File: src/rtl/spi_leader_core_if.sv
// Host-side bus of the SPI leader: per-frame config, tx word handshake, rx word pulse and busy.
// The core attaches through the slave modport and the host side through the master modport.
interface spi_leader_core_if #(
   parameter int MAX_W  = 16,
   parameter int NUM_CS = 4,
   parameter int DIV_W  = 8
);
   localparam int LEN_W = $clog2(MAX_W + 1);
   localparam int CS_W  = (NUM_CS > 1) ? $clog2(NUM_CS) : 1;

   logic             cfg_cpol;
   logic             cfg_cpha;
   logic             cfg_lsb_first;
   logic [LEN_W-1:0] cfg_len;
   logic [DIV_W-1:0] cfg_div;
   logic [CS_W-1:0]  cfg_cs_sel;
   logic             tx_valid;
   logic             tx_ready;
   logic [MAX_W-1:0] tx_data;
   logic             rx_valid;
   logic [MAX_W-1:0] rx_data;
   logic             busy;

   modport master (
      output cfg_cpol, cfg_cpha, cfg_lsb_first, cfg_len, cfg_div, cfg_cs_sel,
      output tx_valid, tx_data,
      input  tx_ready, rx_valid, rx_data, busy
   );

   modport slave (
      input  cfg_cpol, cfg_cpha, cfg_lsb_first, cfg_len, cfg_div, cfg_cs_sel,
      input  tx_valid, tx_data,
      output tx_ready, rx_valid, rx_data, busy
   );
endinterface

File: src/rtl/spi_leader_core.sv
// Full-duplex SPI leader: 1..MAX_W-bit frames, any CPOL/CPHA, programmable SCLK divider, one-of-NUM_CS select.
// Frame latency (2*len+1)*(cfg_div+1)+1 cycles from accept to rx_valid; tx_ready low while busy, rx_valid has no backpressure.
module spi_leader_core #(
   parameter int MAX_W  = 16,
   parameter int NUM_CS = 4,
   parameter int DIV_W  = 8
) (
   input  logic              clk,
   input  logic              rst,
   spi_leader_core_if.slave  bus,
   output logic              sclk,
   output logic              mosi,
   input  logic              miso,
   output logic [NUM_CS-1:0] cs_n
);
   localparam int LEN_W = $clog2(MAX_W + 1);
   localparam int CS_W  = (NUM_CS > 1) ? $clog2(NUM_CS) : 1;
   localparam int EW    = LEN_W + 1;
   localparam int CW    = DIV_W + 1;

   typedef enum logic [1:0] {IDLE, SETUP, XFER, HOLD} state_t;
   state_t state, state_nxt;

   logic             cpha_q, lsb_q, rdy_q, rx_vld_q;
   logic [LEN_W-1:0] len_q;
   logic [DIV_W-1:0] div_q;
   logic [CS_W-1:0]  sel_q;
   logic [MAX_W-1:0] tx_sh, rx_sh, rx_dat_q;
   logic [CW-1:0]    div_cnt;
   logic [EW-1:0]    edge_cnt;

   logic              accept, tick, edge_ev, done, odd, last_edge, do_sample, do_drive;
   logic [EW-1:0]     edge_num;
   logic [LEN_W-1:0]  len_in;
   logic [MAX_W-1:0]  tx_norm;
   logic [CS_W-1:0]   sel_nxt;
   logic [NUM_CS-1:0] cs_dec;

   function automatic logic head(input logic [MAX_W-1:0] v, input logic lsb);
      return lsb ? v[0] : v[MAX_W-1];
   endfunction

   function automatic logic [MAX_W-1:0] shift_out(input logic [MAX_W-1:0] v, input logic lsb);
      return lsb ? (v >> 1) : (v << 1);
   endfunction

   // MSB-first words are left-justified so both orders shift from a fixed end.
   assign len_in  = (bus.cfg_len == '0 || bus.cfg_len > LEN_W'(MAX_W)) ? LEN_W'(MAX_W) : bus.cfg_len;
   assign tx_norm = bus.cfg_lsb_first ? bus.tx_data : (bus.tx_data << (LEN_W'(MAX_W) - len_in));

   assign bus.tx_ready = rdy_q;
   assign bus.rx_valid = rx_vld_q;
   assign bus.rx_data  = rx_dat_q;
   assign bus.busy     = (state != IDLE);

   always_ff @(posedge clk or negedge rst) begin
      if (!rst) state <= IDLE;
      else      state <= state_nxt;
   end

   // SETUP emits edge 1 when its half-period expires; XFER emits the rest.
   always_comb begin
      state_nxt = state;
      accept    = 1'b0;
      edge_ev   = 1'b0;
      done      = 1'b0;
      tick      = (div_cnt == {1'b0, div_q});
      edge_num  = edge_cnt + EW'(1);
      last_edge = (edge_num == {len_q, 1'b0});
      odd       = edge_num[0];
      case (state)
         IDLE: begin
            if (bus.tx_valid && rdy_q) begin
               accept    = 1'b1;
               state_nxt = SETUP;
            end
         end
         SETUP: begin
            if (tick) begin
               edge_ev   = 1'b1;
               state_nxt = XFER;
            end
         end
         XFER: begin
            if (tick) begin
               edge_ev = 1'b1;
               if (last_edge) state_nxt = HOLD;
            end
         end
         HOLD: begin
            if (tick) begin
               done      = 1'b1;
               state_nxt = IDLE;
            end
         end
         default: state_nxt = IDLE;
      endcase
      do_sample = edge_ev && (cpha_q ? !odd : odd);
      do_drive  = edge_ev && (cpha_q ? odd : (!odd && !last_edge));
   end

   always_comb begin
      cs_dec  = '1;
      sel_nxt = accept ? bus.cfg_cs_sel : sel_q;
      for (int i = 0; i < NUM_CS; i++)
         cs_dec[i] = !((state_nxt != IDLE) && (sel_nxt == CS_W'(i)));
   end

   always_ff @(posedge clk or negedge rst) begin
      if (!rst) begin
         rdy_q    <= 1'b0;
         rx_vld_q <= 1'b0;
         rx_dat_q <= '0;
         sclk     <= 1'b0;
         mosi     <= 1'b0;
         cs_n     <= '1;
         cpha_q   <= 1'b0;
         lsb_q    <= 1'b0;
         len_q    <= '0;
         div_q    <= '0;
         sel_q    <= '0;
         tx_sh    <= '0;
         rx_sh    <= '0;
         div_cnt  <= '0;
         edge_cnt <= '0;
      end else begin
         // Ready stays low through the rx_valid cycle, guaranteeing an idle gap between frames.
         rdy_q    <= (state_nxt == IDLE) && !done;
         rx_vld_q <= done;
         cs_n     <= cs_dec;

         if (state == IDLE || tick) div_cnt <= '0;
         else                       div_cnt <= div_cnt + CW'(1);

         if (state == IDLE) sclk <= bus.cfg_cpol;
         else if (edge_ev)  sclk <= ~sclk;

         if (accept) begin
            cpha_q   <= bus.cfg_cpha;
            lsb_q    <= bus.cfg_lsb_first;
            len_q    <= len_in;
            div_q    <= bus.cfg_div;
            sel_q    <= bus.cfg_cs_sel;
            edge_cnt <= '0;
            rx_sh    <= '0;
            if (bus.cfg_cpha) begin
               tx_sh <= tx_norm;
            end else begin
               mosi  <= head(tx_norm, bus.cfg_lsb_first);
               tx_sh <= shift_out(tx_norm, bus.cfg_lsb_first);
            end
         end

         if (edge_ev) edge_cnt <= edge_num;

         if (do_sample)
            rx_sh <= lsb_q ? {miso, rx_sh[MAX_W-1:1]} : {rx_sh[MAX_W-2:0], miso};

         if (do_drive) begin
            mosi  <= head(tx_sh, lsb_q);
            tx_sh <= shift_out(tx_sh, lsb_q);
         end

         // LSB-first bits accumulate from the top, so right-justify on completion.
         if (done)
            rx_dat_q <= lsb_q ? (rx_sh >> (LEN_W'(MAX_W) - len_q)) : rx_sh;
      end
   end
endmodule

File: src/flat_wrapper.sv
// flat-port wrapper written by rule: the top's interface ports become plain ports
module spi_leader_core_flat 
#(
   parameter int MAX_W  = 16,
   parameter int NUM_CS = 4,
   parameter int DIV_W  = 8
)
  (clk, rst, sclk, mosi, miso, cs_n, bus_cfg_cpol, bus_cfg_cpha, bus_cfg_lsb_first, bus_cfg_len, bus_cfg_div, bus_cfg_cs_sel, bus_tx_valid, bus_tx_data, bus_tx_ready, bus_rx_valid, bus_rx_data, bus_busy);
  spi_leader_core_if #(.MAX_W(MAX_W), .NUM_CS(NUM_CS), .DIV_W(DIV_W)) bus_i ();
  input  logic clk;
  input  logic rst;
  output logic sclk;
  output logic mosi;
  input  logic miso;
  output logic [NUM_CS-1:0] cs_n;
  input wire logic [$bits(bus_i.cfg_cpol)-1:0] bus_cfg_cpol;
  input wire logic [$bits(bus_i.cfg_cpha)-1:0] bus_cfg_cpha;
  input wire logic [$bits(bus_i.cfg_lsb_first)-1:0] bus_cfg_lsb_first;
  input wire logic [$bits(bus_i.cfg_len)-1:0] bus_cfg_len;
  input wire logic [$bits(bus_i.cfg_div)-1:0] bus_cfg_div;
  input wire logic [$bits(bus_i.cfg_cs_sel)-1:0] bus_cfg_cs_sel;
  input wire logic [$bits(bus_i.tx_valid)-1:0] bus_tx_valid;
  input wire logic [$bits(bus_i.tx_data)-1:0] bus_tx_data;
  output wire logic [$bits(bus_i.tx_ready)-1:0] bus_tx_ready;
  output wire logic [$bits(bus_i.rx_valid)-1:0] bus_rx_valid;
  output wire logic [$bits(bus_i.rx_data)-1:0] bus_rx_data;
  output wire logic [$bits(bus_i.busy)-1:0] bus_busy;
  assign bus_i.cfg_cpol = bus_cfg_cpol;
  assign bus_i.cfg_cpha = bus_cfg_cpha;
  assign bus_i.cfg_lsb_first = bus_cfg_lsb_first;
  assign bus_i.cfg_len = bus_cfg_len;
  assign bus_i.cfg_div = bus_cfg_div;
  assign bus_i.cfg_cs_sel = bus_cfg_cs_sel;
  assign bus_i.tx_valid = bus_tx_valid;
  assign bus_i.tx_data = bus_tx_data;
  assign bus_tx_ready = bus_i.tx_ready;
  assign bus_rx_valid = bus_i.rx_valid;
  assign bus_rx_data = bus_i.rx_data;
  assign bus_busy = bus_i.busy;
  spi_leader_core #(.MAX_W(MAX_W), .NUM_CS(NUM_CS), .DIV_W(DIV_W)) u_core (.clk(clk), .rst(rst), .bus(bus_i), .sclk(sclk), .mosi(mosi), .miso(miso), .cs_n(cs_n));
endmodule
File: config.mk
export PLATFORM = sky130hd
export DESIGN_NAME = spi_leader_core_flat
export DESIGN_NICKNAME = d
export VERILOG_FILES = /design/src/rtl/spi_leader_core_if.sv /design/src/rtl/spi_leader_core.sv /design/src/flat_wrapper.sv
export SDC_FILE = /design/constraint.sdc
export NUM_CORES = 1
export LEC_CHECK = 0
export CAP_MARGIN = 5
export CORE_ASPECT_RATIO = 1.75
export CORE_MARGIN = 2
export CORE_UTILIZATION = 52
export CTS_BUF_LIST = sky130_fd_sc_hd__clkbuf_16
export CTS_CLUSTER_DIAMETER = 30
export CTS_CLUSTER_SIZE = 28
export DETAILED_ROUTE_END_ITERATION = 10
export PLACE_DENSITY = 0.77
export SLEW_MARGIN = 20
export SYNTH_ARGS = -nofsm -noshare
export SYNTH_HDL_FRONTEND = slang
export SYNTH_SLANG_ARGS = --single-unit
File: constraint.sdc
create_clock -name clk -period 2.6 [get_ports clk]
set_input_delay 0.52 -clock clk [delete_from_list [all_inputs] [get_ports clk]]
set_output_delay 0.52 -clock clk [all_outputs]
set_load 0.05 [all_outputs]
; ---- Word level (Yosys, flattened, before mapping)
; Cells that the tools add are included.
[op_classes]
n_addsub = 4
magnitude_cmp = 1
n_eq_ne = 9
n_shift = 2
mux = 35
n_bitwise = 1
n_reduce_logical = 30
[op_table]
columns = op, n
row1 = 2-to-1 mux 16 bit, 10
row2 = left shift 16 x 5 -> 16 bit, 1
row3 = >> shifter 16 x 5 -> 16 bit, 1
row4 = 2-to-1 mux 1 bit, 14
row5 = 2-to-1 mux 2 bit, 6
row6 = 2-to-1 mux 6 bit, 2
row7 = nonzero test 2 bit, 6
row8 = subtractor 5 bit (first input constant), 2
row9 = adder 9 x 1 -> 9 bit (second input constant), 1
row10 = equality test 9 x 8 -> 1 bit, 1
row11 = logical AND 1 bit, 9
row12 = 2-to-1 mux 9 bit, 1
row13 = equality test 2 bit (second input constant), 4
row14 = one-hot mux 2 bit (4 select lines), 1
row15 = zero test 1 bit, 7
row16 = adder 6 x 1 -> 6 bit (second input constant), 1
row17 = equality test 6 bit, 1
row18 = zero test 2 bit, 3
row19 = greater-than comparator 5 bit (second input constant), 1
row20 = zero test 5 bit, 1
row21 = 2-to-1 mux 5 bit, 1
row22 = equality test 2 x 1 -> 1 bit (second input constant), 2
row23 = logical OR 1 bit, 2
row24 = != test 2 x 1 -> 1 bit (second input constant), 1
row25 = 3 further kinds, 3
[totals]
regBits = 90
input_bits = 38
output_inout_bits = 25
elab_cells = 98

; ---- Longest topological paths before layout
; Gate-level depths: netlist of the first run.
[depth]
ltp_word = 10
depth_mapped = 13
mapped_depth_nobuf = 12

; ---- Worst setup path after synthesis of the first run
; OpenSTA, ideal clock, no wires.
[synth_path]
kind = input to register
from = in bus_cfg_len[1]
to = reg u_core.tx_sh[11]
setup_time_ps = 82
arrival_time_ps = 3034
t_required_ps = 2518
slack_ps = -515
path_stages = 12
path_buffers = 1
cell_sequence = nor2_1 > nand2_1 > ha_1 > nand2b_1 > ha_1 > buf_2 > o211ai_1 > nor2_1 > a222oi_1 > o2bb2a_4 > a311o_1 > a31oi_1
[synth_via]
elab_chain_cells = 10
elab_cells_between_ends = 11
cone_classes = 1 x add/sub / 1 x order compare / 1 x shift / 6 x mux / 2 x reduce/logical
[synth_lines]
columns = item, line_no
row1 = start: declaration, flat_wrapper.sv:19  ; input wire logic [$bits(bus_i.cfg_len)-1:0] bus_cfg_len;
row2 = greater-than comparator 5 bit / zero test 5 bit (equally long branches), spi_leader_core.sv:48  ; assign len_in = (bus.cfg_len == '0 || bus.cfg_len > LEN_W'(MAX_W)) ? LEN_W'(MAX_W) : bus.cfg_len;
row3 = logical OR 1 bit, spi_leader_core.sv:48
row4 = 2-to-1 mux 5 bit *, spi_leader_core.sv:48
row5 = subtractor 5 bit *, spi_leader_core.sv:49  ; assign tx_norm = bus.cfg_lsb_first ? bus.tx_data : (bus.tx_data << (LEN_W'(MAX_W) - len_in));
row6 = left shift 16 x 5 -> 16 bit *, spi_leader_core.sv:49
row7 = 2-to-1 mux 16 bit *, spi_leader_core.sv:49
row8 = 2-to-1 mux 16 bit, spi_leader_core.sv:44  ; return lsb ? (v >> 1) : (v << 1);
row9 = 2-to-1 mux 16 bit *, spi_leader_core.sv:146  ; if (bus.cfg_cpha) begin
row10 = 2-to-1 mux 16 bit *, spi_leader_core.sv:138  ; if (accept) begin
row11 = 2-to-1 mux 16 bit *, spi_leader_core.sv:159  ; if (do_drive) begin
row12 = end signal: assignment, spi_leader_core.sv:147  ; tx_sh <= tx_norm;
row13 = end signal: assignment, spi_leader_core.sv:150  ; tx_sh <= shift_out(tx_norm, bus.cfg_lsb_first);
row14 = end signal: assignment, spi_leader_core.sv:161  ; tx_sh <= shift_out(tx_sh, lsb_q);
row15 = end: declaration, spi_leader_core.sv:28  ; logic [MAX_W-1:0] tx_sh, rx_sh, rx_dat_q;
; Every way passes the cells marked *; elsewhere a longest branch is shown, timed or not. The select of a mux whose other input is x is not followed.
; A chain may end at the register's enable or synchronous reset.

; ---- Final worst setup path of the first run
; Ends and elaborated chain as after synthesis.

==> impl_results.md, run 1 <==
- Part of the Yosys area used for sequential elements: 0.369
- Setup WS post-layout: -0.113 ns
- Ys Warns: 0
- Initial drt markers: 333
- Cell repeated most along the worst path: ha_4
- Worst path max stage delay: 0.32 ns
- Via count: 5798
- Clk pwr share: 0.228
- RePlAce Congestion: 0.943
- Antenna cells: 0
- Worst clock skew: 0.00949 ns
- Int Pwr: 3730 µW
- Initial antenna violation count: 0
- Async SR Flop Fraction: 1.00
- Total global-route track usage: 0.281
- R2r worst-path depth: 10
- Final setup TNS: -0.436 ns
- Initial Utilization: 0.532
- Num ports: 63
- Vias per inst: 6.16
- FF-to-FF Start: u_core.len_q[1]
- Die area: 0.0127 mm²
- Lkg Pwr: 0.00339 µW
- RR Endpoint: u_core.bus.rx_data[0]
- Share of layout cells above drive strength 1: 0.202
- R2R setup slack: 0.12 ns
- HPWL after DPL: 13000 µm
- WP data required: 2.87 ns
- Synth top area cells: dfrtp_1, nand2_1, mux2i_1
- Critical Path Fanout Max: 8
- DR WL/cell: 18.4 µm
- CTS H-tree depth: 3
- Final Hold Fails: 0
- Most frequent cell after synthesis: nand2_1
- Min Hold Slack: 0.127 ns
- Critical Path Start Type: input port
- CTS root buffer: clkbuf_16
- Min-Delay Path Class: in2async
- Grt total ovfl: 0
- Cts hold-fix bufs: 0
- Worst path slowest cell: a311o_1
- Layout Cells excl Fill: 941
- Port Buf Inserts: 62
- Max-slew violation count: 0
- CP Capture Type: flip-flop
- Syn-to-layout area delta: 28.2%
- Synth Instances: 704
- Yosys top cell by area: dfrtp_1
- Sw Ratio: 0.402
- CTS clk-pin slew, worst paths: 0.07 ns
- Final Setup Violations: 7
- Worst relative slew slack: 0.585
- Worst-Margin Slew: 0.618 ns
- Max IR drop VDD: 0.000379 V
- Final ANT Viol Nets: 0
- Critical path class: in2reg
- Failing checks: negative setup slack
- Mapped cell area: 0.00612 mm²
- Combinational share of power: 0.452
- Final Cycle Share: 1.04
- First-pass GRT wire length: 28700 µm
- Fmax: 369 MHz
- Power Dens Cells: 794 mW/mm²
- CTS tree: yes
- CP cell instances: buf_8, nor2_4, nand2_2, ha_4, nand2b_4, ha_4, buf_4, xnor2_2, buf_6, mux2i_2, mux2i_1, o221a_2, a311o_1, a31oi_1
- Core ar.: 0.0115 mm²
- Critical path arrival: 2.98 ns
- Die X: 86.0 µm
- Clk buf depth: 2
- RSZ-0062 raised after global routing: yes
- Outcome: finished, violations left
- DRT Wirelength: 17300 µm
- Core Rows: 52
- Vias in the first global route: 6133
- First-pass detailed-route iteration total: 6
- Largest net degree at the start of global routing: 38
- Post-Route Utilization: 0.682
- Synth cell types: 65
- TritonCTS buffer count: 9
- Final #Nets: 848
- Skew-Pair Late Insertion Delay: 0.35 ns
- Post-synth top cells: nand2_1, dfrtp_1, o21ai_0, nor2_1
- Syn Nets: 751
- Die height: 148 µm
- Post-synthesis register bit count: 90
- Share of the synthesized area in the top cell type: 0.352
- Overall power: 6230 µW
- Max-Cap Viols: 0
- Clock Sink Count: 90
- Synth Area per Inst: 8.70 µm²
- Post-synth EDFFs: 0
- Min Tclk post-route: 2.71 ns
- Residual DRC count: 0
- Placed insts: 921
- Predominant post-synthesis flop cell: dfrtp_1
- Flop pwr share: 0.319
- Switching pwr: 2500 µW
placed cells by master (no fill, tap or decap), types with 6 or more instances in the layout:
cell type / instances
clkdlybuf4s50_1: 55
o21ai_0: 54
xor2_1: 17
mux2i_1: 37
dfrtp_1: 86
nor2_1: 48
a221oi_1: 6
a21oi_1: 32
ha_1: 6
o211ai_1: 7
a211oi_1: 14
nand2_1: 110
nor2b_1: 17
inv_1: 14
a31oi_1: 20
a311o_1: 8
mux2_2: 10
buf_4: 69
buf_6: 6
clkbuf_16: 9
nand3_1: 34
xnor2_1: 11
and2_1: 10
mux4_2: 6
flip-flops by register name (all words and copies together) (netlist names):
register and flops:
u_core.tx_sh 16, u_core.cpha_q 1, u_core.cs_n 4, u_core.mosi 1, u_core.len_q 5, u_core.lsb_q 1, u_core.sel_q 2, u_core.rx_sh 16
u_core.state 2, u_core.bus.tx_ready 1, u_core.bus.rx_valid 1, u_core.sclk 1, u_core.div_q 8, u_core.edge_cnt 6, u_core.bus.rx_data 16, u_core.div_cnt 9
power by group through the flow:
stage | sequential (µW) | clock [µW] | combinational, µW
floorplan | 2040 | 0 | 1750
global placement | 1990 | 0 | 2610
detailed placement | 2000 | 0 | 2690
CTS | 1990 | 1440 | 2730
global route | 2030 | 1500 | 3060
finish | 1990 | 1420 | 2820
worst max-delay path by stage:
stage	endpoint	cells past startpoint	slack, ns	from
3_5_place_dp	u_core.tx_sh[15]	15	-0.95	bus_cfg_len[1]
3_3_place_gp	u_core.tx_sh[15]	15	-0.84	bus_cfg_len[1]
5_1_grt	u_core.tx_sh[11]	14	-0.24	bus_cfg_len[1]
2_1_floorplan	u_core.tx_sh[11]	12	-0.42	bus_cfg_len[1]
6_report	u_core.tx_sh[11]	14	-0.11	bus_cfg_len[1]
4_1_cts	u_core.tx_sh[11]	14	-0.10	bus_cfg_len[3]
worst max-delay path, delay by kind of cell:
kind / cells / cell delay, ns
AO/OA/AOI/OAI: 3 / 0.77
XOR/XNOR: 1 / 0.17
adder cells (fa/ha/maj): 2 / 0.39
buffers and inverters: 3 / 0.43
multiplexers: 2 / 0.37
AND/OR/NAND/NOR: 3 / 0.33
cell type report:
class                      count  area (µm²)
inverter                      16        60.1
timing repair buffer         137        1240
clock buffer                   9         225
multi-input combinational    547        3790
tap                          135         169
sequential                    90        2260
fill                         911        3660
clock inverter                 7         105
layer usage:
layer / GRT usage / wire [µm]
met5: 0 / 0
met4: 0.166 / 976
met3: 0.0357 / 724
met2: 0.513 / 9330
met1: 0.300 / 6280
per-stage QoR:
stage | cell area, µm² | worst slack, ns
floorplan | 6200 | -0.424
global placement | 7310 | -0.836
detailed placement | 7310 | -0.946
CTS | 7730 | -0.102
global route | 7850 | -0.235
finish | 7850 | -0.113
logic make-up (layout without fill, tap and decap cells):
family	Yosys count	count (layout)	share of synthesized area
AOI/OAI and AO/OA	184	184	0.202
xor gates and xnor gates	31	31	0.0488
adders and majority gates	9	9	0.0184
buffers and inverters	67	169	0.0456
DFF	90	90	0.369
muxes	63	63	0.124
and+or+nand+nor	260	260	0.193
what timing repair did:
item | 4_1_cts | 5_1_grt
pin swaps | 16 | 20
resized for setup | 37 | 28
setup buffers | 4 | 1
endpoints found under the setup margin | 17 | 19
Note: power is estimated with default switching activity, not from simulation.
==> run 2: changes to the inputs <==
CORE_MARGIN = 5   (was 2)
SETUP_SLACK_MARGIN = 0.1   (was unset)
==> run 2 against run 1 <==
- the flow still finishes with violations (negative setup slack)
- setup slack lost 0.028 ns
- first-iteration DRC count grew 1.5%
- count of clock-buffer cells in the layout unchanged
- die area grew 11%
- hold slack improved by 0.049 ns
- design area is 0.40% higher
- power rose by 0.66%
- sequential cell count unchanged
- core utilization fell by 0.11 points
- wire length is 0.27% higher
- critical path type unchanged
==> impl_results.md, run 2 (synthesis results as in run 1) <==
- Outcome: finished, violations left
- Failing checks: negative setup slack
- Fill cells: 930 (+2.1%)
- Syn-to-layout area delta: 28.8%
- Clock Sink Count: 90 (unchanged)
- Num ports: 63 (unchanged)
- RePlAce Congestion: 0.971 (+3.0%)
- Final #Nets: 851 (+0.35%)
- Commonest non-fill, non-tap cells in the layout: nand2_1, dfrtp_1, buf_4, clkdlybuf4s50_1, o21ai_0
- Critical path class: in2reg
- HPWL after DPL: 12700 µm (-1.8%)
- Sw Ratio: 0.403 (+0.000861)
- Lkg Pwr: 0.00339 µW (+0.14%)
- GR Layer Usage met3: 0.0367 (+0.000941)
- Switching pwr: 2530 µW (+0.87%)
- Clk buf depth: 2 (unchanged)
- Max-slew violation count: 0 (unchanged)
- Core Rows: 52 (unchanged)
- Power Dens Cells: 796 mW/mm² (+0.26%)
- RSZ-0062 raised after global routing: yes
- Critical Path Fanout Max: 4 (-4)
- Critical Path Start Type: input port
- Via count: 5767 (-0.53%)
- Vias per inst: 6.11 (-0.85%)
- Port Buf Inserts: 62 (unchanged)
- Initial Utilization: 0.529 (-0.00299)
- CTS root buffer: clkbuf_16
- Most common cell after layout, fill and taps aside: nand2_1
- Initial drt markers: 338 (+1.5%)
- Setup WS post-layout: -0.141 ns (-0.0279 ns)
- Post-Route Utilization: 0.681 (-0.00113)
- Layout Cells excl Fill: 944 (+0.32%)
- Core ar.: 0.0116 mm² (+0.57%)
- Max-Cap Viols: 0 (unchanged)
- GR peak layer: met2
- Skew-Pair Late Insertion Delay: 0.34 ns (about the same)
- Min Hold Slack: 0.176 ns (+0.0487 ns)
- Largest net degree at the start of global routing: 64 (+68%)
- Clk pwr share: 0.227 (about the same)
- Final ANT Viol Nets: 0 (unchanged)
- Die X: 92.0 µm (+7.0%)
- Max IR drop VDD: 0.000435 V (+15%)
- Min-Delay Path Class: in2async
- Die area: 0.0141 mm² (+11%)
- Residual DRC count: 0 (unchanged)
- DR WL/cell: 18.4 µm (about the same)
- Int Pwr: 3750 µW (+0.51%)
- Critical path arrival: 2.94 ns (-0.04 ns)
- Placed insts: 911 (-1.1%)
- DRT Wirelength: 17400 µm (+0.27%)
- CTS H-tree depth: 3 (unchanged)
- Met2 usage: 0.471 (-0.0417)
- Grt total ovfl: 0 (unchanged)
- Worst-Margin Slew: 0.658 ns (+0.0398 ns)
- Antenna cells: 0 (unchanged)
- Final Hold Fails: 0 (unchanged)
- CTS clk-pin slew, worst paths: 0.07 ns (about the same)
- Worst relative slew slack: 0.558 (-0.0268)
- CTS tree: yes
- Worst clock skew: 0.00900 ns (-0.000499 ns)
- Final Setup Violations: 8 (+1)
- Cts hold-fix bufs: 0 (unchanged)
- Vias in the first global route: 5868 (-4.3%)
- Min Tclk post-route: 2.74 ns (+0.0279 ns)
- Combinational share of power: 0.456 (+0.004)
- TritonCTS buffer count: 9 (unchanged)
- Final Cycle Share: 1.05 (+0.0107)
- CP Capture Type: flip-flop
- WP data required: 2.80 ns (-0.07 ns)
- First-pass detailed-route iteration total: 5 (-1)
- Met1 usage: 0.274 (-0.0268)
- Total global-route track usage: 0.251 (-0.0302)
- Post-placement worst setup slack: -1.11 ns (-0.166 ns)
- Initial antenna violation count: 0 (unchanged)
- Flop pwr share: 0.317 (-0.002)
- Die height: 154 µm (+4.1%)
- Fmax: 365 MHz (-1.0%)
- First-pass GRT wire length: 28800 µm (+0.31%)
- Share of layout cells above drive strength 1: 0.208 (+0.00543)
[run 2: cell count changes in the layout (fill, tap and decap cells not counted), sizes merged]
cell  previous run  this run
buf             81        84
[run 2: area by class of cell]
| cell class | instances | area [µm²] | area share |
|---|---|---|---|
| Multi-Input combinational cell | 547 | 3810 | 0.483 |
| Sequential cell | 90 | 2260 | 0.286 |
| Timing Repair Buffer | 140 | 1260 | 0.160 |
| Clock buffer | 9 | 225 | 0.0286 |
| Tap cell | 135 | 169 | 0.0214 |
| Clock inverter | 7 | 105 | 0.0133 |
| Inverter | 16 | 60.1 | 0.00762 |
[run 2: per-layer routing]
metal / routed length [µm] / vias up / part of all wire
li1: - / 2748 / -
met1: 6460 / 2781 / 0.37
met2: 9600 / 191 / 0.55
met3: 676 / 47 / 0.039
met4: 618 / 0 / 0.036
met5: 0 / - / 0
[run 2: power groups by stage]
stage	sequential [µW]	combinational, µW	clock (µW)
floorplan	2040	1770	0
global placement	1980	2570	0
detailed placement	2000	2630	0
CTS	1980	2730	1450
global route	2030	3090	1510
finish	1990	2860	1430
[run 2: per-stage QoR]
stage / instance area (µm²) / power (µW) / TNS (ns)
after global routing: 7880 / 6630 / -2.11
final: 7880 / 6270 / -0.761
after floorplan: 6210 / 3810 / -3.04
after detailed placement: 7240 / 4640 / -14.94
after global placement: 7240 / 4550 / -13.57
after CTS: 7780 / 6160 / -0.334
[run 2: path summary, 6_finish.rpt]
path,to,slack (ns),cells after the start,start
worst max-delay path,u_core.tx_sh[14],-0.14,15,bus_cfg_len[3]
worst min-delay path,u_core.bus.rx_data[2],0.18,1,rst
worst max register to register,u_core.tx_sh[10],0.28,8,u_core.div_cnt[6]
worst min register to register,u_core.bus.rx_data[3],0.48,2,u_core.bus.rx_data[3]
max in group asynchronous,u_core.tx_sh[3],1.78,2,rst
min in group clk,u_core.bus.rx_data[3],0.48,2,u_core.bus.rx_data[3]
[run 2: critical path, cell delays in order]
cell      delay (ns)
buf_8           0.10
nor2_4          0.10
nand2_2         0.08
ha_4            0.22
nand2b_4        0.16
ha_4            0.17
nand2b_4        0.13
o211ai_1        0.12
buf_4           0.20
buf_6           0.11
mux4_2          0.48
mux2i_1         0.15
o22ai_1         0.11
o211ai_1        0.19
a31oi_1         0.10
[run 2: timing repair]
| action | CTS | global route |
|---|---|---|
| setup endpoints to repair | 18 | 38 |
| cloned | 1 | 0 |
| resized for setup | 47 | 20 |
| pin swaps | 19 | 17 |
| setup buffers | 14 | 2 |
==> run 3: changes to the inputs <==
TNS_END_PERCENT = 100   (was unset)
==> results of run 3 <==
Same layout as run 2: the final DEF is identical, and so are final timing and power.
